`src/rtl/spi_master_ctrl_pkg.sv`:
```
// Shared definitions for the SPI master: FSM states, mode constant, defaults.
package spi_master_ctrl_pkg;

  typedef enum logic [2:0] {
    ST_IDLE,
    ST_SETUP,
    ST_XFER,
    ST_HOLD,
    ST_DONE,
    ST_GAP
  } spi_state_t;

  // {CPOL, CPHA}; only mode 0 is implemented.
  localparam logic [1:0] SPI_MODE0      = 2'b00;
  localparam logic       SCLK_IDLE      = SPI_MODE0[1];
  localparam int         DEFAULT_DATA_W = 8;

endpackage

```
`src/rtl/spi_master_ctrl_clk_div.sv`:
```
// SCLK generator: half-period counter plus sclk toggle, active only while enabled.
module spi_clk_div
  import spi_master_ctrl_pkg::*;
#(
  parameter int CLK_DIV = 2
) (
  input  logic clk,
  input  logic rst,
  input  logic en,
  output logic sclk,
  output logic rise_en,
  output logic fall_en
);

  localparam int CW = $clog2(CLK_DIV + 1);
  localparam logic [CW-1:0] RELOAD = CW'(CLK_DIV);
  localparam logic [CW-1:0] LAST   = CW'(1);

  logic [CW-1:0] hcnt;
  logic          boundary;

  assign boundary = en && (hcnt == LAST);
  assign rise_en  = boundary && !sclk;
  assign fall_en  = boundary && sclk;

  // Counts down to 1 and reloads; held at the reload value while disabled.
  always_ff @(posedge clk or posedge rst) begin
    if (rst) begin
      hcnt <= RELOAD;
      sclk <= SCLK_IDLE;
    end else if (!en) begin
      hcnt <= RELOAD;
      sclk <= SCLK_IDLE;
    end else if (boundary) begin
      hcnt <= RELOAD;
      sclk <= ~sclk;
    end else begin
      hcnt <= hcnt - 1'b1;
    end
  end

endmodule

```
`src/rtl/spi_master_ctrl.sv`:
```
// Mode-0 SPI master: one DATA_W-bit word per start, MSB first, start/busy/valid host handshake.
module spi_master_ctrl
  import spi_master_ctrl_pkg::*;
#(
  parameter int DATA_W  = DEFAULT_DATA_W,
  parameter int CLK_DIV = 2
) (
  input  logic              i_clk,
  input  logic              i_reset,
  input  logic              i_start,
  input  logic [DATA_W-1:0] i_tx_data,
  output logic [DATA_W-1:0] o_rx_data,
  output logic              o_rx_valid,
  output logic              o_busy,
  output logic              sclk,
  output logic              mosi,
  input  logic              miso,
  output logic              cs
);

  localparam int CW = $clog2(CLK_DIV + 1);
  localparam int BW = $clog2(2 * DATA_W + 1);
  localparam logic [CW-1:0] WAIT_LAST = CW'(CLK_DIV - 1);
  localparam logic [BW-1:0] LAST_HALF = BW'(2 * DATA_W - 1);

  spi_state_t        state;
  logic [DATA_W-1:0] tx_sr;
  logic [DATA_W-1:0] rx_sr;
  logic [CW-1:0]     wait_cnt;
  logic [BW-1:0]     bit_cnt;
  logic              xfer_en;
  logic              rise_en;
  logic              fall_en;
  logic              wait_done;

  assign xfer_en   = (state == ST_XFER);
  assign wait_done = (wait_cnt == WAIT_LAST);

  spi_clk_div #(.CLK_DIV(CLK_DIV)) u_clk_div (
    .clk     (i_clk),
    .rst     (i_reset),
    .en      (xfer_en),
    .sclk    (sclk),
    .rise_en (rise_en),
    .fall_en (fall_en)
  );

  always_ff @(posedge i_clk or posedge i_reset) begin
    if (i_reset) begin
      state      <= ST_IDLE;
      tx_sr      <= '0;
      rx_sr      <= '0;
      wait_cnt   <= '0;
      bit_cnt    <= '0;
      cs         <= 1'b1;
      mosi       <= 1'b0;
      o_rx_data  <= '0;
      o_rx_valid <= 1'b0;
      o_busy     <= 1'b0;
    end else begin
      o_rx_valid <= 1'b0;
      case (state)
        ST_IDLE: begin
          if (i_start) begin
            // tx_sr holds the bits still to be sent, pre-aligned to the MSB.
            tx_sr    <= {i_tx_data[DATA_W-2:0], 1'b0};
            mosi     <= i_tx_data[DATA_W-1];
            cs       <= 1'b0;
            o_busy   <= 1'b1;
            wait_cnt <= '0;
            bit_cnt  <= '0;
            state    <= ST_SETUP;
          end
        end
        ST_SETUP: begin
          if (wait_done) begin
            wait_cnt <= '0;
            state    <= ST_XFER;
          end else begin
            wait_cnt <= wait_cnt + 1'b1;
          end
        end
        ST_XFER: begin
          if (rise_en || fall_en) bit_cnt <= bit_cnt + 1'b1;
          if (rise_en) rx_sr <= {rx_sr[DATA_W-2:0], miso};
          if (fall_en) begin
            if (bit_cnt == LAST_HALF) begin
              state <= ST_HOLD;
            end else begin
              mosi  <= tx_sr[DATA_W-1];
              tx_sr <= {tx_sr[DATA_W-2:0], 1'b0};
            end
          end
        end
        ST_HOLD: begin
          if (wait_done) begin
            wait_cnt <= '0;
            cs       <= 1'b1;
            mosi     <= 1'b0;
            state    <= ST_DONE;
          end else begin
            wait_cnt <= wait_cnt + 1'b1;
          end
        end
        ST_DONE: begin
          o_rx_data  <= rx_sr;
          o_rx_valid <= 1'b1;
          state      <= ST_GAP;
        end
        ST_GAP: begin
          if (wait_done) begin
            wait_cnt <= '0;
            o_busy   <= 1'b0;
            state    <= ST_IDLE;
          end else begin
            wait_cnt <= wait_cnt + 1'b1;
          end
        end
        default: state <= ST_IDLE;
      endcase
    end
  end

endmodule
```
`config.mk`:
```
export PLATFORM = sky130hd
export DESIGN_NAME = spi_master_ctrl
export DESIGN_NICKNAME = d
export VERILOG_FILES = /design/src/rtl/spi_master_ctrl_pkg.sv /design/src/rtl/spi_master_ctrl_clk_div.sv /design/src/rtl/spi_master_ctrl.sv
export SDC_FILE = /design/constraint.sdc
export NUM_CORES = 1
export LEC_CHECK = 0
export ABC_AREA = 1
export CAP_MARGIN = 30
export CORE_MARGIN = 2
export CORE_UTILIZATION = 46
export DETAILED_ROUTE_END_ITERATION = 6
export PLACE_DENSITY_LB_ADDON = 0.2
export SLEW_MARGIN = 20
export SYNTH_ARGS = -nofsm -noshare
export SYNTH_HDL_FRONTEND = slang
export SYNTH_SLANG_ARGS = --single-unit
```
`constraint.sdc`:
```
create_clock -name i_clk -period 1.4 [get_ports i_clk]
set_input_delay 0.28 -clock i_clk [delete_from_list [all_inputs] [get_ports i_clk]]
set_output_delay 0.28 -clock i_clk [all_outputs]
set_load 0.05 [all_outputs]
```
Yosys cells after proc, flatten, opt, wreduce, memory -nomap -nowiden --
Index checks and enable logic that the tools add are counted.
Storage, ports and cells: register bits 41, bits of input ports 12, logic and storage cells 85
Cells by class: add/subtract/negate cells 3, equality and inequality tests 17, multiplexer cells 32, bitwise logic cells 1, reduce and logical (&&, ||, !) cells 20
Operators with widths (number):
- $mux W8 | 3
- $mux W3 | 6
- $ne A2 B2 Y1 const B | 9
- $pmux W3 S6 | 1
- $pmux W8 S2 | 1
- $mux W1 | 10
- $mux W5 | 2
- $pmux W5 S2 | 1
- $reduce_and A3 Y1 | 3
- $mux W2 | 4
- $reduce_bool A2 Y1 | 4
- $eq A3 B2 Y1 const B | 2
- $eq A3 B3 Y1 const B | 2
- $reduce_and A6 Y1 | 1
- $add A5 B1 Y5 const B | 1
- $eq A5 B4 Y1 const B | 1
- $reduce_and A5 Y1 | 1
- $eq A2 B1 Y1 const B | 2
- $pmux W1 S2 | 2
- $pmux W2 S2 | 1
- $reduce_and A2 Y1 | 2
- $reduce_and A4 Y1 | 1
- $eq A3 B1 Y1 const B | 1
- $logic_and A1 B1 Y1 | 3
- other kinds (9) | 9

Longest topological paths before layout --
Gate-level depths: netlist (run 1).
word-level depth 6, depth in mapped cells 11, mapped depth without buffers 11

Hierarchy --
From an unflattened synthesis (run 1), not the netlist that was laid out.
Unflattened totals: cells, all modules 251, area total of the unflattened synthesis 1966.9 µm²
By module, submodules not included:
- spi_master_ctrl | instances 1, cells an instance 234, area an instance 1823.0 µm², seq. area each 927.1 µm²
- spi_clk_div | instances 1, cells an instance 17, area an instance 143.9 µm², seq. area each 76.3 µm²

Worst setup path before layout (run 1) --
No wires, ideal clock.
path kind register to register, from register bit_cnt[0], to register tx_sr[1], arrival time 1.429 ns, required time 1.283 ns, slack -0.146 ns, stages on the path, launching flop included 11, path buffers 0, period minus slack after synthesis 1.546 ns, cell sequence dfrtp_1 > ha_1 > nand2_1 > nor2_1 > ha_1 > inv_1 > nand3_1 > nand2_4 > nand2_1 > nand2_1 > nand2_1
Between the ends: word-level cells in the longest chain between the ends 3
Ends and longest elaborated chain:
- from (decl) | RTL line spi_master_ctrl.sv:30 | logic [BW-1:0] bit_cnt;
- from (signal assigned) | RTL line spi_master_ctrl.sv:84 | if (rise_en || fall_en) bit_cnt <= bit_cnt + 1'b1;
- $eq A5 B4 Y1 | RTL line spi_master_ctrl.sv:87 | if (bit_cnt == LAST_HALF) begin
- $ne A2 B2 Y1 (no line)
- $reduce_and A4 Y1 (no line)
- to (signal assigned) | RTL line spi_master_ctrl.sv:66 | tx_sr <= {i_tx_data[DATA_W-2:0], 1'b0};
- to (signal assigned) | RTL line spi_master_ctrl.sv:91 | tx_sr <= {tx_sr[DATA_W-2:0], 1'b0};
- to (decl) | RTL line spi_master_ctrl.sv:27 | logic [DATA_W-1:0] tx_sr;
Every way passes these cells. A chain may end at the register's enable or synchronous reset.

Final worst setup path (run 1) --
from register bit_cnt[0], to register mosi
Between the ends: word-level cells in the longest chain between the ends 3
Ends and longest elaborated chain:
- $eq A5 B4 Y1 | RTL line spi_master_ctrl.sv:87
- $ne A2 B2 Y1 (no line)
- $reduce_and A5 Y1 (no line)
- to (signal assigned) | RTL line spi_master_ctrl.sv:67 | mosi <= i_tx_data[DATA_W-1];
- to (signal assigned) | RTL line spi_master_ctrl.sv:90 | mosi <= tx_sr[DATA_W-1];
- to (decl) | RTL line spi_master_ctrl.sv:16 | output logic mosi,
Every way passes these cells.

==> results of run 1 <==
==> sequential cells by signal (all words and copies together) (netlist names) <==
signal	count
o_rx_data	8
wait_cnt	2
o_busy	1
mosi	1
u_clk_div.hcnt	2
o_rx_valid	1
bit_cnt	5
state	3
cs	1
tx_sr	7
rx_sr	8
u_clk_div.sclk	1
==> logic make-up (layout without fill, tap and decap cells) <==
| group | Yosys count | in the layout |
|---|---|---|
| buf+inv | 30 | 78 |
| compound gates | 33 | 33 |
| simple gates | 116 | 116 |
| fa+ha+maj | 3 | 3 |
| xor+xnor | 1 | 1 |
| flops | 40 | 40 |
==> placed cells by master (no fill, tap or decap), types with 3 or more instances in the layout <==
cell type / instances
inv_2: 5
nand2_2: 15
clkdlybuf4s50_1: 11
o21ai_0: 12
buf_12: 16
nand2_1: 60
o21ai_2: 8
a21oi_1: 3
nand2_8: 3
o21ai_1: 4
nor2_1: 13
dfrtp_1: 37
nand3_2: 4
ha_2: 3
nand3_1: 12
buf_4: 17
inv_1: 20
clkbuf_8: 5
==> power by group <==
group	total [uW]	internal [uW]	switching [uW]	leakage, uW
combinational	3200	1360	1840	0.000714
sequential	1720	1480	246	0.000522
clock	759	348	410	0.0000412
==> cell type report <==
type / instances / share of cell area [%]
repair buffers: 44 / 20.6
clock inverters: 2 / 0.462
clock buffers: 6 / 2.68
flip-flops and latches: 40 / 37.1
well taps: 50 / 2.31
inverters: 26 / 3.70
multi-input cells: 153 / 33.2
==> routing by layer <==
layer | share of wire, % | GRT usage, %
met1 | 45 | 24.9
met2 | 50 | 31.9
met4 | 1.5 | 7.75
met5 | 0 | 0
met3 | 3.6 | 5.84
==> worst register-to-register path, stage by stage (launching register included) <==
cell and delay [ns]:
dfrtp_1 0.42, ha_2 0.20, nand2_2 0.06, nor2_1 0.04
ha_2 0.18, inv_4 0.08, nand3_4 0.10, nand2_2 0.08
nand2_2 0.05, o21ai_2 0.12, nand2_1 0.06
==> cells in the mapped netlist (all sizes together) <==
| cell | instances |
|---|---|
| inv | 26 |
| xor2 | 1 |
| nor2 | 17 |
| nand3 | 18 |
| nand2 | 78 |
| nand3b | 1 |
| a22o | 1 |
| o22a | 1 |
| dfstp | 2 |
| o21ai | 24 |
| o31ai | 1 |
| or2 | 2 |
| a21oi | 5 |
| buf | 4 |
| ha | 3 |
| dfrtp | 38 |
| o21bai | 1 |
==> per-stage QoR <==
step	total power [uW]	hold slack [ns]	TNS, ns	setup slack, ns	std cells
2_1_floorplan	3420	0.412	0	0.0115	223
3_3_place_gp	4460	0.426	-1.42	-0.138	310
3_5_place_dp	4520	0.434	-2.08	-0.191	310
4_1_cts	5320	0.329	-1.11	-0.132	319
5_1_grt	6110	0.353	-2.24	-0.200	321
6_report	5680	0.324	-0.682	-0.0825	321
==> path summary, 6_finish.rpt <==
path,slack (ns),from,endpoint,depth (start not counted)
worst max-delay path,-0.08,bit_cnt[0],mosi,10
worst min-delay path,0.32,i_reset,tx_sr[2],3
worst max register to register,-0.08,bit_cnt[0],mosi,10
worst min register to register,0.44,u_clk_div.hcnt[0],u_clk_div.hcnt[0],1
max in group asynchronous,0.80,i_reset,cs,3
min in group i_clk,0.44,u_clk_div.hcnt[0],u_clk_div.hcnt[0],1
==> what timing repair did <==
action,4_1_cts,5_1_grt
setup buffers,1,2
resized for setup,3,23
hold buffers,0,0
pin swaps,9,11
setup endpoints to repair,13,25
==> metrics.md, run 1 <==
| Metric | Value |
|---|---|
| CTS Buf Count | `5` |
| Drt total wl | `4.02 mm` |
| Fin area | `2710 um^2` |
| Initial cell density of the core | `48.0%` |
| Min cycle time layout | `1.48 ns` |
| Root Buffer Master | `clkbuf_8` |
| Final Wtd Congestion | `0.797` |
| Total gr overflow | `0` |
| DIE WIDTH | `68.6 um` |
| Post-synthesis mux area share | `0%` |
| Synthesis-to-finish area growth | `41.1%` |
| Yosys Warn Count | `0` |
| Final max-slew violation count | `0` |
| Violated checks | `negative setup slack` |
| Worst-Skew Late Latency | `0.29 ns` |
| Setup WS post-layout | `-0.0825 ns` |
| Cell Pwr Density | `2100 nW/um^2` |
| Via count | `1603` |
| Cell accounting for the most synthesized area | `dfrtp_1` |
| Synth cell types | `28` |
| Ports | `25` |
| Initial DRC Count | `131` |
| Combinational family with the most area after synthesis | `simple AND/OR/NAND/NOR gates` |
| Register Area | `1000 um^2` |
| DP Area | `2510 um^2` |
| Fill cells | `325` |
| Critical Path AT | `1.67 ns` |
| CP Capture Type | `flip-flop` |
| Longest Clk Path Bufs | `2` |
| Row count | `23` |
| CP Cell Sequence | `ha_2 -> nand2_2 -> nor2_1 -> ha_2 -> inv_4 -> nand3_4 -> nand2_2 -> nand2_2 -> o21ai_2 -> nand2_1` |
| HP Class | `in2async` |
| RSZ-0062 raised after global routing | `yes` |
| Synth Area in Adders | `1.96%` |
| Final number of setup-violating endpoints | `11` |
| Clk sinks | `40` |
| Largest net degree at the start of global routing | `41` |
| Synth Cell Area | `1920 um^2` |
| Area of the multi-input gates | `898 um^2` |
| Worst path max stage delay | `0.42 ns` |
| Max Cap Viol | `0` |
| Worst Skew | `0.00416 ns` |
| CTS tree | `done` |
| Peak supply drop | `910 uV` |
| Avg Cell Area, Syn | `8.61 um^2` |
| # nets final | `285` |
| DIE AREA | `4710 um^2` |
| Drt first pass iters | `4` |
| CTS clk-pin slew, worst paths | `0.08 ns` |
| GRT Total Usage | `19.8%` |
| Least-Margin Pin Slew | `0.273 ns` |
| Post-synthesis sequential area ratio | `52.3%` |
| Status | `finished, violations left` |
| Final Util | `67.7%` |
| Critical-path maximum fanout | `4` |
| DRC violations left | `0` |
| Drt via density | `4.99` |
| Initial antenna violation count | `0` |
| Post-synthesis xor/xnor area fraction | `0.456%` |
| Synth Register Bits | `40` |
| Diode count | `0` |
| DP Wirelength | `2.83 mm` |
| Post-synthesis compound-gate area fraction | `11.2%` |
| Most used cell, CP | `nand2_2` |
| CP Buf/Inv Count | `1` |
| Top cells by area, synth | `dfrtp_1 50%, nand2_1 14%, inv_1 4.5%, nand3_1 3.9%, o21ai_0 3.9%` |
| Crit share post-route | `106%` |
| Share of cells above drive strength 1 | `34.3%` |
| Top cell type's share of synthesized area | `49.5%` |
| Post-Synthesis Cells | `223` |
| CP max stage cell | `dfrtp_1` |
| Routed length per instance | `12.5 um` |
| First-pass GRT wire length | `6.82 mm` |
| Mapped Nets | `238` |
| IO Port Bufs | `24` |
| Top delay family on crit path | `flip-flops` |
| Pleak | `0.00128 uW` |
| Hold Fails Final Rpt | `0` |
| Die Ht | `68.6 um` |
| Vias in the first global route | `1578` |
| Routed Antenna Nets | `0` |
| CP Class | `reg2reg` |
| Worst Path Required | `1.59 ns` |
| Nature of the critical path startpoint | `flip-flop` |
| Worst slew margin | `81.7%` |
| Simple-gate share of the synthesized area | `27.3%` |
| Highest clock rate | `675 MHz` |
| H-tree Lvls | `2` |
| Placeable Area | `4000 um^2` |
Power figures use the tool's default switching activity.
==> inputs of run 2 (changes only) <==
CAP_MARGIN = unset   (was 30)
==> results of run 2 <==
Same layout as run 1: the final DEF is identical, and so are final timing and power.
==> inputs of run 3 (changes only) <==
SLEW_MARGIN = 25   (was 20)
==> results of run 3 <==
Same layout as run 1: the final DEF is identical, and so are final timing and power.
==> variant: new RTL, settings of run 2 <==
`DEFAULT_DATA_W`: 8 -> 4.
--- a/src/rtl/spi_master_ctrl_pkg.sv
+++ b/src/rtl/spi_master_ctrl_pkg.sv
@@ -15,3 +15,3 @@
   localparam logic       SCLK_IDLE      = SPI_MODE0[1];
-  localparam int         DEFAULT_DATA_W = 8;
+  localparam int         DEFAULT_DATA_W = 4;
 
Interface: changed (resized i_tx_data and o_rx_data); port bits go from 25 to 17. No check against the original RTL was run, so the function may have changed too.
==> variant against run 2 <==
- non-clock buffer count down 19
- combinational power shrank 37%
- synthesized cell count shrank 25%
- sequential cell count decreased by 13
- via count down 29%
- sequential power decreased by 27%
- setup slack gained 0.14 ns
- routed wire length is 32% lower
- first-iteration DRC count is 64% lower
- total power fell by 36%
- final cell count decreased by 30%
- synthesized area down 31%
- fmax grew 10%
- final area is 35% lower
- critical endpoint is now tx_sr[3]
==> variant: results (changes against run 2) <==
CLOCK_INSERTION_DELAY_WORST_SKEW_NS=0.33  # was 0.29 ns
SYNTH_NETS=178  # was 238
OUTCOME='complete, no violations'  # was complete, but fails checks
SYNTH_AREA_LEADERS='dfrtp_1 47%, nand2_1 15%, nand3_1 5.6%'  # was dfrtp_1 50%, nand2_1 14%, inv_1 4.5%
HOLDWS_NS=0.2536  # was 0.3244 ns
DESIGN.FINAL.NETS=206  # was 285
POWER.COMBINATIONAL.FRACTION_PCT=55.7  # was 56.3%
DEPTH_OF_THE_CTS_H_TREE=1  # was 2
CTS_BUFFERS=3  # was 5
POWER.STATIC_LEAKAGE_uW=0.0008985  # was 0.001277 uW
NETLIST_TOP_CELLS_COUNT='54 x nand2_1, 25 x dfrtp_1, 17 x inv_1'  # was 73 x nand2_1, 38 x dfrtp_1, 23 x inv_1
DR_ITER_0_VIOLS=47  # was 131
POST_CTS.REPAIR.SETUP_BUFFERS=0  # was 1
PLACEDINSTANCEAREA_UM2=1667  # was 2506 um2
LARGEST_NET_DEGREE_AT_THE_START_OF_GLOBAL_ROUTING=28  # was 41
FINALWEIGHTEDCONGESTION=0.8530  # was 0.7965
AVGROUTEDWIREPERCELL_UM=12.01  # was 12.52 um
VDD_IR_DROP_MAX_V=0.001928  # was 0.0009100 V
CLK_PIN_SLEW_NS=0.16  # was 0.08 ns
TRACK_USAGE_PCT=18.43  # was 19.77%
DETAIL_ROUTE.VIAS_PER_CELL=5.066  # was 4.994
SYNTH-SEQ-AREA-SHARE_PCT=50.99  # was 52.28%
FILLERINSTANCES=230  # was 325
PRECTSSETUPSLACK_NS=-0.01443  # was -0.1912 ns
CTS_RESIZED=4  # was 3
NUM_VIAS=1145  # was 1603
VIAS_IN_THE_FIRST_GLOBAL_ROUTE=1180  # was 1578
## variant: cell count changes in the layout (fill, tap and decap cells not counted), sizes merged, moves of 2 or more
| cell | change |
|---|---|
| nand2 | -21 |
| clkdlybuf4s50 | -4 |
| clkbuf | -3 |
| nor2 | -3 |
| buf | -15 |
| inv | -2 |
| o21ai | -7 |
| dfrtp | -13 |
## variant: cell families after synthesis
group | synth area share, %
simple gates | 31.61
flops | 50.99
buf+inv | 7.619
compound gates | 7.902
fa+ha+maj | 1.881
## variant: how the worst max path moves through the flow
| stage | start | end | slack (ns) | cells after the start |
|---|---|---|---|---|
| global route | state[0] | tx_sr[3] | -0.03 | 9 |
| detailed placement | i_start | bit_cnt[0] | -0.01 | 5 |
| finish | u_clk_div.hcnt[1] | tx_sr[3] | 0.06 | 10 |
| global placement | i_start | mosi | -0.00006 | 6 |
| CTS | u_clk_div.hcnt[1] | tx_sr[2] | 0.02 | 10 |
| floorplan | u_clk_div.hcnt[1] | tx_sr[2] | 0.07 | 10 |
## variant: worst max-delay path, cell delays in order (launching register included)
cell and delay, ns:
dfstp_2 0.55, inv_2 0.04, ha_4 0.15, nand2_2 0.07, nand3_2 0.09, nand2_1 0.07, inv_1 0.05, nand2_2 0.10
inv_2 0.05, nand2_1 0.06, nand2_1 0.05
## variant: cell type report
type	count	area, um2	area share, %
clock buffer	3	22.52	1.276
tap	31	38.79	2.197
clock inverter	1	8.758	0.4961
sequential	27	680.7	38.55
inverter	23	86.33	4.890
multi-input combinational	116	585.6	33.17
timing repair buffer	25	342.8	19.42
## variant: routing by layer
layer	global-route usage, %	wire length, um
met1	22.11	1204
met2	31.17	1358
met3	2.455	101
met4	11.63	50
met5	0	0
